==> config.mk <==
export PLATFORM = sky130hd
export DESIGN_NAME = uart_tx_arbiter
export DESIGN_NICKNAME = d
export VERILOG_FILES = /design/src/rtl/uart_tx_arbiter_pkg.sv /design/src/rtl/uart_tx_arbiter_rr_pick.sv /design/src/rtl/uart_tx_arbiter.sv
export SDC_FILE = /design/constraint.sdc
export NUM_CORES = 1
export LEC_CHECK = 0
export BUFFER_PORTS_ARGS = -buffer_cell sky130_fd_sc_hd__buf_2
export CELL_PAD_IN_SITES_DETAIL_PLACEMENT = 1
export CELL_PAD_IN_SITES_GLOBAL_PLACEMENT = 1
export CORE_ASPECT_RATIO = 0.5
export CORE_MARGIN = 1
export CORE_UTILIZATION = 35
export DETAILED_ROUTE_END_ITERATION = 8
export HOLD_SLACK_MARGIN = 0.1
export PLACE_DENSITY_LB_ADDON = 0.1
export SLEW_MARGIN = 20
export SYNTH_ARGS = -nofsm -noshare
export SYNTH_HDL_FRONTEND = slang
export SYNTH_SLANG_ARGS = --single-unit
==> constraint.sdc <==
create_clock -name clk -period 2.7 [get_ports clk]
set_input_delay 0.27 -clock clk [delete_from_list [all_inputs] [get_ports clk]]
set_output_delay 0.27 -clock clk [all_outputs]
set_load 0.02 [all_outputs]
==> src/rtl/uart_tx_arbiter_pkg.sv <==
// Shared definitions for the UART transmit arbiter: FSM encoding and
// default sizing for requesters, packet length and the downstream UART.
package uart_tx_arbiter_pkg;

  typedef enum logic [1:0] {
    IDLE  = 2'd0,
    LOCK  = 2'd1,
    DRAIN = 2'd2
  } arb_state_t;

  localparam int N_REQ_DEFAULT       = 4;
  localparam int MAX_PKT_LEN_DEFAULT = 32;
  localparam int CLK_FREQ            = 27;
  localparam int BAUD_RATE           = 115200;

endpackage

==> src/rtl/uart_tx_arbiter_rr_pick.sv <==
// Round-robin selector: returns one-hot the first set request bit at or
// after ptr, wrapping modulo N_REQ. Purely combinational.
module rr_priority_pick
  import uart_tx_arbiter_pkg::*;
#(
  parameter int N_REQ = N_REQ_DEFAULT,
  parameter int PTR_W = 2
) (
  input  logic [N_REQ-1:0] req,
  input  logic [PTR_W-1:0] ptr,
  output logic [N_REQ-1:0] gnt
);

  logic [PTR_W-1:0] idx;
  logic             found;

  always_comb begin
    gnt   = '0;
    found = 1'b0;
    idx   = '0;
    for (int k = 0; k < N_REQ; k++) begin
      idx = PTR_W'((int'(ptr) + k) % N_REQ);
      if (!found && req[idx]) begin
        gnt[idx] = 1'b1;
        found    = 1'b1;
      end
    end
  end

endmodule

==> src/rtl/uart_tx_arbiter.sv <==
// Packet-level round-robin arbiter feeding bytes from N_REQ requesters into
// a single uart_tx byte port; a grant is held for a whole packet.
module uart_tx_arbiter
  import uart_tx_arbiter_pkg::*;
#(
  parameter int N_REQ       = N_REQ_DEFAULT,
  parameter int MAX_PKT_LEN = MAX_PKT_LEN_DEFAULT
) (
  input  logic               clk,
  input  logic               rst_n,
  input  logic [8*N_REQ-1:0] req_data,
  input  logic [N_REQ-1:0]   req_valid,
  input  logic [N_REQ-1:0]   req_last,
  output logic [N_REQ-1:0]   req_ready,
  output logic [N_REQ-1:0]   grant,
  output logic [7:0]         tx_data,
  output logic               tx_data_valid,
  input  logic               tx_data_ready,
  output logic               busy,
  output logic               trunc_err
);

  // Handshakes: a byte moves on either side only at a rising edge where the
  // matching valid and ready are both 1; valid never waits on ready.

  localparam int PTR_W = (N_REQ > 1) ? $clog2(N_REQ) : 1;
  localparam int CNT_W = $clog2(MAX_PKT_LEN + 1);

  arb_state_t       state;
  logic [N_REQ-1:0] pick;
  logic [PTR_W-1:0] rr_ptr;
  logic [PTR_W-1:0] owner;
  logic [PTR_W-1:0] next_ptr;
  logic [CNT_W-1:0] byte_cnt;
  logic [7:0]       sel_data;
  logic             sel_last;
  logic             tx_free;
  logic             req_fire;
  logic             tx_fire;
  logic             at_limit;

  rr_priority_pick #(
    .N_REQ (N_REQ),
    .PTR_W (PTR_W)
  ) u_pick (
    .req (req_valid),
    .ptr (rr_ptr),
    .gnt (pick)
  );

  // Grant is one-hot, so a priority-free mux over it selects the owner.
  always_comb begin
    owner    = '0;
    sel_data = '0;
    sel_last = 1'b0;
    for (int i = 0; i < N_REQ; i++) begin
      if (grant[i]) begin
        owner    = PTR_W'(i);
        sel_data = req_data[8*i +: 8];
        sel_last = req_last[i];
      end
    end
  end

  assign next_ptr  = (int'(owner) == N_REQ - 1) ? '0 : owner + 1'b1;
  assign tx_free   = !tx_data_valid || tx_data_ready;
  assign req_ready = (state == LOCK && tx_free) ? grant : '0;
  assign req_fire  = |(req_valid & req_ready);
  assign tx_fire   = tx_data_valid && tx_data_ready;
  assign at_limit  = (byte_cnt == CNT_W'(MAX_PKT_LEN - 1));
  assign busy      = (state != IDLE) || tx_data_valid;

  always_ff @(posedge clk or negedge rst_n) begin
    if (!rst_n) begin
      state         <= IDLE;
      grant         <= '0;
      rr_ptr        <= '0;
      byte_cnt      <= '0;
      tx_data       <= 8'h00;
      tx_data_valid <= 1'b0;
      trunc_err     <= 1'b0;
    end else begin
      trunc_err <= 1'b0;
      case (state)
        IDLE: begin
          if (|req_valid) begin
            grant <= pick;
            state <= LOCK;
          end
        end
        LOCK: begin
          if (req_fire) begin
            tx_data       <= sel_data;
            tx_data_valid <= 1'b1;
            byte_cnt      <= byte_cnt + 1'b1;
            // The byte filling the packet limit closes the packet like a last.
            if (sel_last || at_limit) begin
              state     <= DRAIN;
              trunc_err <= !sel_last;
            end
          end else if (tx_fire) begin
            tx_data_valid <= 1'b0;
          end
        end
        DRAIN: begin
          if (tx_fire) begin
            tx_data_valid <= 1'b0;
            grant         <= '0;
            rr_ptr        <= next_ptr;
            byte_cnt      <= '0;
            state         <= IDLE;
          end
        end
        default: state <= IDLE;
      endcase
    end
  end

endmodule

==> results.md, run 1 <==
- The number of maximum-capacitance constraint violations is 0.
- The relative slew slack is 64.22%.
- Routability-driven placement finished with a final weighted congestion of 0.7702.
- The first-pass GRT wire length is 8742 um.
- The maximum clock path buffer count is 2.
- After layout, the worst path uses 87.65% of the clock period.
- The initial antenna violation count came to 0.
- The highest achievable clock rate is 422.6 MHz.
- The clock period minus worst slack is 2.367 ns.
- The cell count after synthesis came out at 211.
- The post-detailed-placement half-perimeter wirelength is 4046 um.
- The leading register cell type out of synthesis is dfrtp_1.
- When the netlist entered floorplanning its net count stood at 267.
- The count of buffers from port buffering is 61.
- The post-synthesis cell area is 0.001896 sq mm.
- Global routing finished with a remaining overflow of 0.
- For this run, the total global-route usage over all layers was measured as 19.79%.
- The total number of placement rows is 18.
- The number of DRC markers after the initial detailed-route iteration is 54.
- Once the floorplan was initialized, standard cells occupied 37.41% of the core.
- In the final design database the tool counted 327 nets.
- Clock tree synthesis selected as its root buffer the cell clkbuf_8.
- The type of the worst setup path is reg -> reg.
- The fraction of the core area covered by cells at the end of the flow is 46.15%.
- After synthesis, the largest area contributor takes up 31.68% of total cell area.
- Setup slack closes at 0.3334 ns.
- The flow ran to the end, and the final reports show no timing, DRC or antenna violations.
- The final number of max-transition violations came to 0.
- The wire length per cell is 15.42 um.
- The cell area power density is 1012 mW/mm^2.
- For this run, the register share of the synthesized area comes to 31.68%.
- Counting distinct cell types in the post-synthesis netlist gives 47.
- For this run, asynchronously set or reset flops after synthesis account for 100.0%.
- The synthesized design contains 24 register bits.
- The area of the core is 0.005067 sq mm.
- After detailed routing, the number of remaining DRC violations is 0.
- Final hold analysis gives a worst-case slack of 0.3039 ns.
- Buffers inserted to repair hold after CTS numbered 1.
- The final clock skew is 0.001713 ns.
- At the later pin of the worst-skew pair, clock insertion delay measures 0.27 ns.
- The number of setup violations in the final report is 0.
- The layout cell share with drive strength beyond 1 is 32.59%.
- The total CTS buffers is 3.
- After detailed routing, the total wire length is 5242 um.
- The via total after detailed routing is 1804.
- For the worst setup path, the data required time is 2.86 ns.
- The most frequent cell after synthesis is nand2_1.
- The floorplan step defined a die boundary enclosing 0.005732 sq mm.
- Sorting the synthesized cells by area gives the leading types as dfrtp_1 32%, ha_1 8.6%, nand2_1 5.3%.
- The combined area of the multi-input logic cells is 0.001204 sq mm.
- After clock tree synthesis, the clock-pin slew on the worst setup and hold paths is 0.08 ns.
- Sorting the synthesized cells by how often they occur yields 27 x nand2_1, 24 x dfrtp_1, 17 x a21oi_1, 14 x o21ai_0, 13 x ha_1.
- For the final routed database, the setup TNS stands at 0 ns.
- Pin placement for this block handled 62 I/O pins.
- The maximum number of pins on one net before global-route repair is 25.
- Measured along the y axis, the die boundary spans 54.04 um.
- The mean instance size in the synthesized netlist is 8.984 sq um.
- The top cell type by total area after synthesis is dfrtp_1.
- The peak supply drop is 0.2981 mV.
- The number of global-route vias before repair was 1839.
- CTS saw 24 sinks.
- The sequential cells in the finished layout cover a total of 600.6 sq um.
- The startpoint type of the worst setup path is a register.
- The analysis attributes to cell leakage a power of 1.075 nW.
- In this run the number of H-tree levels came out at 1.
- The synthesis-to-layout area growth is 23.37%.
- Setup repair after global routing left no endpoint under its margin.
- The kind of capture point of the worst setup path is a register.
- Once the clock tree was built, the resizer swapped 0 gates to a different size.
- After detailed routing, the number of vias per cell comes to 5.306.
- The number of enable flip-flop cells after synthesis is 0.
- In this run the remaining antenna-violating nets after routing total 0.
- STA puts the critical path data arrival time at 2.52 ns.
- The detailed-router iteration count before antenna repair is 4.
- The number of buffers added for setup after CTS is 0.
- The count of endpoints failing hold in the final timing report is 0.
- The cell area reported after detailed placement is 0.002257 sq mm.
- The worst hold path belongs to the class in -> reg.
- The maximum net fanout on the critical path is 11.
- The CTS tree is yes.
- The floorplan step set the die width to 106.1 um.
- Counting the fill cells in the layout gives 635.
- The post-placement worst setup slack is 0.3728 ns.
- The antenna diode instance count is 0.
- With fillers left out, the area of the finished cells amounts to 0.002338 sq mm.
- For the pin with the worst max-slew slack, the measured transition is 0.5366 ns.
- The synthesis warning total is 0.
[state kept, by name, indices dropped and copies added (netlist names)]
signal / flops
trunc_err: 1
rr_ptr: 2
state: 2
tx_data_valid: 1
tx_data: 8
grant: 4
byte_cnt: 6
[worst paths after layout]
path | startpoint | endpoint | slack (ns) | cells past startpoint
min in group asynchronous | rst_n | tx_data[6] | 0.51 | 2
min reg2reg | tx_data[7] | tx_data[7] | 0.48 | 2
max reg2reg | rr_ptr[1] | grant[3] | 0.33 | 7
min | req_data[27] | tx_data[3] | 0.30 | 3
max | rr_ptr[1] | grant[3] | 0.33 | 7
max in group asynchronous | rst_n | tx_data[3] | 1.83 | 2
[cell families after synthesis]
group / count (synthesis) / share of synthesized area [%]
and+or+nand+nor: 79 / 21.59
AOI/OAI and AO/OA: 67 / 26.14
DFF: 24 / 31.68
buffers and inverters: 18 / 4.818
adders and majority gates: 13 / 8.581
muxes: 8 / 6.270
xor gates and xnor gates: 2 / 0.9243
[report_power, final]
| group | switching, mW | total, mW | internal, mW |
|---|---|---|---|
| Combinational | 0.826 | 1.45 | 0.622 |
| Sequential | 0.113 | 0.606 | 0.492 |
| Clock | 0.114 | 0.313 | 0.198 |
[through the flow]
| stage | instances | total power, mW |
|---|---|---|
| floorplan | 211 | 1.655 |
| global placement | 335 | 2.009 |
| detailed placement | 335 | 2.062 |
| CTS | 340 | 2.397 |
| global route | 340 | 2.576 |
| finish | 340 | 2.366 |
[worst max-delay path: stages, from the launching register on]
cell and delay (ns):
dfrtp_1 0.55, inv_1 0.14, ha_1 0.42, mux4_2 0.59, nand2_1 0.10, o21a_1 0.13, a21oi_1 0.07, a221o_1 0.26
[layer usage]
layer	global-route usage, %	vias up	share of wire, %
li1	-	886	-
met2	39.54	39	50
met5	0	-	0
met3	3.874	6	3.9
met4	3.704	0	0.84
met1	22.84	873	45
[area by class of cell]
cell class / instances / area share (%)
well taps: 70 / 3.745
multi-input cells: 169 / 51.47
flip-flops and latches: 24 / 25.68
clock inverters: 1 / 1.284
inverters: 6 / 0.9631
repair buffers: 67 / 15.09
clock buffers: 3 / 1.766
[placed cells by master (no fill, tap or decap), types with 2 or more instances in the layout]
cell	instances
a22oi_1	2
buf_2	61
nand2_1	27
a22o_4	2
nand3_1	2
nor2_1	9
nand2b_1	3
nand3b_1	2
a211oi_1	3
o21a_1	5
mux4_2	2
buf_4	5
dfrtp_1	24
a221o_1	4
a21oi_1	17
ha_1	13
nor3_1	10
a221oi_1	8
o31ai_1	2
mux2_4	2
mux2_2	3
a22o_1	2
xnor2_1	2
clkbuf_8	3
o21ai_0	14
and2_1	5
inv_1	6
or3b_2	2
nor2b_1	11
(Power assumes the default switching activity.)
==> run 2: changes to the inputs <==
==> constraint.sdc (replaced) <==
create_clock -name clk -period 2.4 [get_ports clk]
set_input_delay 0.24 -clock clk [delete_from_list [all_inputs] [get_ports clk]]
set_output_delay 0.24 -clock clk [all_outputs]
set_load 0.02 [all_outputs]
==> run 2 against run 1 <==
Compared with the run above:
- first-iteration DRC count increased by 30%
- clock skew up 0.00091 ns
- flip-flop and latch count did not move
- sequential share of layout area fell by 0.16 points
- register-to-register slack lost 0.06 ns
- non-clock buffer count rose by 2
- combinational power is 12% higher
- largest cell class unchanged
==> results.md, run 2 (synthesized netlist as in run 1, its figures left out) <==
- The tree is rooted in a clkbuf_8.
- The summed negative setup slack over all endpoints is 0 ns (unchanged).
- The overall die area came to 0.005732 sq mm (unchanged).
- The flip-flop count of the largest register, all copies and words added is 8 (unchanged).
- STA classifies the critical path endpoint as a register.
- The area of the core is 0.005067 sq mm (unchanged).
- The aggregate global-route resource usage is 19.63% (-0.16 points).
- The relative slew slack was 63.65% (-0.57 points).
- The cell area reported after detailed placement is 0.002272 sq mm (+0.67%).
- The maximum net fanout on the critical path came to 5 (-6).
- The clock network latency to the later pin of the worst-skew pair is 0.27 ns (about the same).
- The initial standard-cell utilization of the core is 37.41% (unchanged).
- The met2 routed wirelength was 2542 um (-4.0%).
- The transition time at the pin with the least slew margin is 0.5452 ns (+0.008603 ns).
- The total buffers and inverters traversed by the critical path is 1 (unchanged).
- Setup repair after global routing left no endpoint under its margin.
- The maximum clock path buffer count was 2 (unchanged).
- The source of the worst register-to-register timing path is rr_ptr[0].
- The library cell used most frequently in the layout, excluding fill and tap cells, is buf_2.
- The register-to-register setup slack is 0.27 ns (-0.06 ns).
- The number of stages on the worst setup path was 7 (unchanged).
- The critical path goes through inv_1, ha_1, mux2_2, a211oi_1, o21ai_0, a21oi_1, a221o_1.
- The endpoint identified for the worst register-to-register timing path is grant[2].
- The total CTS buffers is 3 (unchanged).
- The hold path startpoint is req_data[25].
- The largest incremental delay on the critical path is 0.42 ns (-0.17 ns).
- The synthesis-to-layout area growth is 24.16%.
- The leakage power summed over all cells is 1.085 nW (+0.89%).
- Grouping stages by cell kind, the critical path spends the most delay in compound AO/OA/AOI/OAI gates.
- The number of global-route vias before repair was 1812 (-1.5%).
- The highest achievable clock rate is 469.4 MHz (+11%).
- The number of DRC markers after the initial detailed-route iteration is 70 (+30%).
- The final number of max-transition violations is 0 (unchanged).
- The highest metal layer carrying signal wires in the routed design is met4.
- The sink count of the clock tree came to 24 (unchanged).
- Leaving out fill and tap cells, the most frequent cells in the layout are 61 x buf_2, 27 x nand2_1, 24 x dfrtp_1.
- STA classifies the critical path startpoint as a register.
- The CTS tree is yes.
- The number of setup violations in the final report was 0 (unchanged).
- The met3 routed wirelength was 215 um (+3.9%).
- The clock period minus worst slack is 2.130 ns (-0.2364 ns).
- The post-detailed-route via-to-cell ratio was 5.216 (-1.7%).
- The register with the most flip-flops is tx_data.
- The floorplan die height came to 54.04 um (unchanged).
- Following the worst setup path forward leads to its endpoint at grant[2].
- The post-detailed-placement half-perimeter wirelength came to 4210 um (+4.1%).
- The number of maximum-capacitance constraint violations is 0 (unchanged).
- The required time of the critical path is 2.61 ns (-0.25 ns).
- The worst endpoint data arrival time is 2.34 ns (-0.18 ns).
- The detailed-router iteration count before antenna repair came to 4 (unchanged).
- Tracing the worst setup path back leads to its startpoint at rr_ptr[0].
- The layout cell share with drive strength beyond 1 is 33.09% (+0.50 points).
- The clock transition at the registers of the reported paths is 0.09 ns (about the same).
- The first-pass GRT wire length is 8625 um (-1.3%).
- The initial antenna violation count was 0 (unchanged).
- The wire length the detailed router placed on met1 is 2517 um (+7.5%).
- The layout filler cell count is 622 (-2.0%).
- The final clock skew is 0.002622 ns (+0.0009086 ns).
- The via total after detailed routing is 1784 (-1.1%).
- The number of buffers added for setup after CTS came to 0 (unchanged).
- The layout net count was 329 (+0.61%).
- The count of buffers from port buffering came to 61 (unchanged).
- The total number of placement rows was 18 (unchanged).
- The maximum number of pins on one net before global-route repair is 25 (unchanged).
- The final instance count without filler cells was 342 (+0.59%).
- The critical path is of the reg -> reg type.
- In this run the worst hold path is classified as in -> reg.
- The wire length per cell came to 15.57 um (+0.97%).
- The die boundary width is 106.1 um (unchanged).
- The total detailed-routing wirelength came to 5324 um (+1.6%).
- The deepest level of the CTS H-tree came to 1 (unchanged).
- The total congestion overflow is 0 (unchanged).
- The final RePlAce weighted congestion came to 0.8138 (+5.7%).
- The number of nets still failing antenna checks after routing is 0 (unchanged).
- The final worst-path cycle share came to 88.76% (+1.1 points).
- The cell depth of the worst min-delay path is 3 (unchanged).
- The number of I/O pins is 62 (unchanged).
- The largest registers in the layout are tx_data (8), byte_cnt (6), grant (4).
- The peak supply drop came to 0.3352 mV (+12%).
- On the critical path, the stage with the largest delay is an instance of ha_1.
- The antenna diode instance count is 0 (unchanged).
- The final routed DRC violation total was 0 (unchanged).
- The flow ran to the end, and the final reports show no timing, DRC or antenna violations.
- The number of cell instances on the worst register-to-register path is 7 (unchanged).
- The cell area power density is 1139 mW/mm^2 (+13%).
- The count of endpoints failing hold in the final timing report was 0 (unchanged).
- The final design instance area without fill is 0.002354 sq mm (+0.64%).
- The placed instance count came to 337 (+0.60%).
## run 2: cell type report
class	count	area, sq um	share of cell area (%)
Clock buffer	3	41.29	1.754
Clock inverter	1	30.03	1.276
Inverter	6	22.52	0.9569
Multi-Input combinational cell	169	1204	51.14
Sequential cell	24	600.6	25.52
Tap cell	70	87.58	3.721
Timing Repair Buffer	69	367.9	15.63
## run 2: how the worst min path moves through the flow
stage	slack (ns)	endpoint
floorplan	-0.06	byte_cnt[0]
global placement	0.27	tx_data[7]
detailed placement	0.26	tx_data[7]
CTS	0.26	tx_data[1]
global route	0.28	tx_data[4]
finish	0.25	tx_data[1]
## run 2: worst register-to-register path: cells and delay by family (launching register included)
| kind | cells | cell delay (ns) |
|---|---|---|
| flip-flops | 1 | 0.37 |
| AO/OA/AOI/OAI | 4 | 0.82 |
| adder cells (fa/ha/maj) | 1 | 0.42 |
| buffers and inverters | 1 | 0.09 |
| multiplexers | 1 | 0.37 |
## run 2: what timing repair did
| action | in CTS | in global routing |
|---|---|---|
| endpoints found under the hold margin | 24 | 0 |
| resized for setup | 0 | 0 |
| hold buffers | 1 | 0 |
## run 2: through the flow
step	hold WS (ns)	setup WS, ns	utilization, %	total power [mW]
detailed placement	0.2616	0.2973	44.84	2.341
global placement	0.2659	0.3801	44.84	2.282
CTS	0.2587	0.2757	46.44	2.712
floorplan	-0.05559	0.1894	-	1.862
finish	0.2523	0.2698	46.44	2.680
global route	0.2844	0.06587	46.44	2.919
## run 2: power breakdown
| group | total (mW) | internal [mW] | switching, mW |
|---|---|---|---|
| logic | 1.62 | 0.713 | 0.909 |
| clock network | 0.358 | 0.223 | 0.135 |
| registers | 0.700 | 0.553 | 0.147 |
| total | 2.68 | 1.49 | 1.19 |
## run 2: layer usage
| metal | track usage (%) | up-vias |
|---|---|---|
| li1 | - | 890 |
| met1 | 24.29 | 841 |
| met2 | 36.71 | 47 |
| met3 | 3.753 | 6 |
| met4 | 3.935 | 0 |
| met5 | 0 | - |
==> run 3: changes to the inputs <==
--- a/config.mk
+++ b/config.mk
@@ -11,9 +11,11 @@
 export CORE_ASPECT_RATIO = 0.5
 export CORE_MARGIN = 1
 export CORE_UTILIZATION = 35
+export CTS_BUF_LIST = sky130_fd_sc_hd__clkbuf_16
 export DETAILED_ROUTE_END_ITERATION = 8
 export HOLD_SLACK_MARGIN = 0.1
 export PLACE_DENSITY_LB_ADDON = 0.1
+export REMOVE_ABC_BUFFERS = 1
 export SLEW_MARGIN = 20
 export SYNTH_ARGS = -nofsm -noshare
 export SYNTH_HDL_FRONTEND = slang
==> run 3 against run 2 <==
Compared with the run above:
- combinational power barely moved
- clock power up 2%
- flip-flop and latch count unchanged
- sequential share of layout area decreased by 0.16 points
- non-clock buffer count grew 1
- clock skew hardly changed
- critical path type unchanged
- critical endpoint is now state[1]
- largest power group unchanged
==> results.md, run 3 (synthesized netlist as in run 1, its figures left out) <==
- The run finished with clean final reports.
- The final instance count without filler cells is 343 (+0.29%).
- The worst setup path is captured at a register.
- The maximum net fanout on the critical path was 7 (+2).
- In the layout the commonest cells are 61 x buf_2, 27 x nand2_1, 24 x dfrtp_1.
- The leakage power summed over all cells is 1.093 nW (+0.75%).
- The highest achievable clock rate came to 472.3 MHz (+0.62%).
- The area of the core is 0.005067 sq mm (unchanged).
- The placed instance count came to 338 (+0.30%).
- The combined area of the multi-input logic cells is 0.001204 sq mm (unchanged).
- Leaving out fill and tap cells, the most frequent cell in the layout is buf_2.
- The register with the most flip-flops is tx_data.
- The first-pass GRT wire length is 8811 um (+2.2%).
- The initial antenna violation count is 0 (unchanged).
- The post-detailed-route via-to-cell ratio was 5.283 (+1.3%).
- The aggregate global-route resource usage is 19.92% (+0.29 points).
- The final design instance area without fill was 0.002369 sq mm (+0.64%).
- The largest registers in the layout are tx_data (8), byte_cnt (6), grant (4).
- The maximum number of pins on one net before global-route repair is 25 (unchanged).
- The count of endpoints failing hold in the final timing report is 0 (unchanged).
- The CTS tree is yes.
- The number of buffers added for setup after CTS is 0 (unchanged).
- The worst min-delay path category is in -> reg.
- The total detailed-routing wirelength is 5308 um (-0.30%).
- The cell area power density came to 1142 mW/mm^2 (+0.24%).
- The flip-flop count of the largest register, all copies and words added is 8 (unchanged).
- The wire length per cell came to 15.48 um (-0.59%).
- The register-to-register setup slack was 0.28 ns (about the same).
- The final number of max-transition violations is 0 (unchanged).
- The required time of the critical path is 2.54 ns (-0.07 ns).
- The number of DRC markers after the initial detailed-route iteration is 87 (+24%).
- The via total after detailed routing came to 1812 (+1.6%).
- The cell area reported after detailed placement was 0.002280 sq mm (+0.33%).
- The detailed-router iteration count before antenna repair is 6 (+2).
- The transition time at the pin with the least slew margin came to 0.5879 ns (+0.04265 ns).
- The number of nets still failing antenna checks after routing is 0 (unchanged).
- The number of global-route vias before repair is 1856 (+2.4%).
- The overall die area is 0.005732 sq mm (unchanged).
- The total CTS buffers was 3 (unchanged).
- The total congestion overflow is 0 (unchanged).
- The number of maximum-capacitance constraint violations is 0 (unchanged).
- The overall power of the completed layout came to 2.704 mW (+0.88%).
- The total number of placement rows came to 18 (unchanged).
- The type of the worst setup path is reg -> reg.
- The startpoint type of the worst setup path is a register.
- The flip-flop and latch area is 600.6 sq um (unchanged).
- The sink count of the clock tree was 24 (unchanged).
- The cell sitting at the root of the clock tree is a clkbuf_16.
- Setup repair after global routing left no endpoint under its margin.
- The clock period minus worst slack is 2.117 ns (-0.01303 ns).
- The antenna diode instance count was 0 (unchanged).
- The clock network latency to the later pin of the worst-skew pair was 0.26 ns (about the same).
- The post-detailed-placement half-perimeter wirelength was 4081 um (-3.1%).
- The maximum clock path buffer count is 2 (unchanged).
- The summed negative setup slack over all endpoints came to 0 ns (unchanged).
- The peak supply drop came to 0.3608 mV (+7.6%).
- The initial standard-cell utilization of the core was 37.41% (unchanged).
- The layout cell share with drive strength beyond 1 was 32.97% (-0.12 points).
- The count of buffers from port buffering came to 61 (unchanged).
- The number of setup violations in the final report was 0 (unchanged).
- The synthesis-to-layout area growth is 24.95%.
- The final worst-path cycle share was 88.21% (-0.54 points).
- The final hold slack is 0.2806 ns (+0.02832 ns).
- The relative slew slack is 60.81% (-2.8 points).
- The worst endpoint data arrival time is 2.26 ns (-0.08 ns).
- The clock transition at the registers of the reported paths was 0.06 ns (-0.03 ns).
- The post-cts repair resize count is 0 (unchanged).
- The layout filler cell count is 632 (+1.6%).
- The final routed DRC violation total is 0 (unchanged).
- The hold buffer count at CTS is 1 (unchanged).
- The final RePlAce weighted congestion came to 0.8274 (+1.7%).
- The final clock skew is 0.002608 ns (-0.00001416 ns).
- The floorplan die height is 54.04 um (unchanged).
- The number of I/O pins came to 62 (unchanged).
- The deepest level of the CTS H-tree is 1 (unchanged).
- The layout net count is 330 (+0.30%).
- The die boundary width is 106.1 um (unchanged).
run 3: final timing paths:
path,startpoint,endpoint,cells past startpoint
hold reg to reg,tx_data[7],tx_data[7],2
setup / recovery,state[1],state[1],6
min in group asynchronous,rst_n,tx_data_valid,2
setup reg to reg,state[1],state[1],6
max in group asynchronous,rst_n,tx_data[6],2
hold / removal,req_data[31],tx_data[7],3
run 3: per-layer routing:
layer | up-vias | global-route usage, % | wire length (um)
met5 | - | 0 | 0
met4 | 0 | 3.472 | 27
met3 | 2 | 3.511 | 175
met2 | 34 | 36.60 | 2489
met1 | 884 | 25.46 | 2616
li1 | 892 | - | -
run 3: area by class of cell:
| cell class | instances | area share, % |
|---|---|---|
| sequential | 24 | 25.36 |
| tap | 70 | 3.698 |
| multi-input combinational | 169 | 50.82 |
| clock buffer | 3 | 3.170 |
| inverter | 6 | 0.9509 |
| timing repair buffer | 70 | 15.85 |
| clock inverter | 1 | 0.1585 |
run 3: report_power, final:
group,internal [mW],switching [mW],leakage (nW)
clock,0.223,0.143,0.0385
combinational,0.719,0.921,0.746
sequential,0.554,0.144,0.309
run 3: critical path, stage by stage (launching register included):
cell	delay (ns)
dfrtp_1	0.40
inv_1	0.13
ha_1	0.35
o221ai_4	0.15
a222oi_1	0.42
o21a_2	0.25
mux2_4	0.31
run 3: metrics by stage:
stage | utilization (%) | setup WS [ns]
after global placement | 44.99 | 0.3765
after detailed placement | 44.99 | 0.3020
after global routing | 46.74 | 0.1636
after CTS | 46.74 | 0.2927
after floorplan | - | 0.1779
final | 46.74 | 0.2829
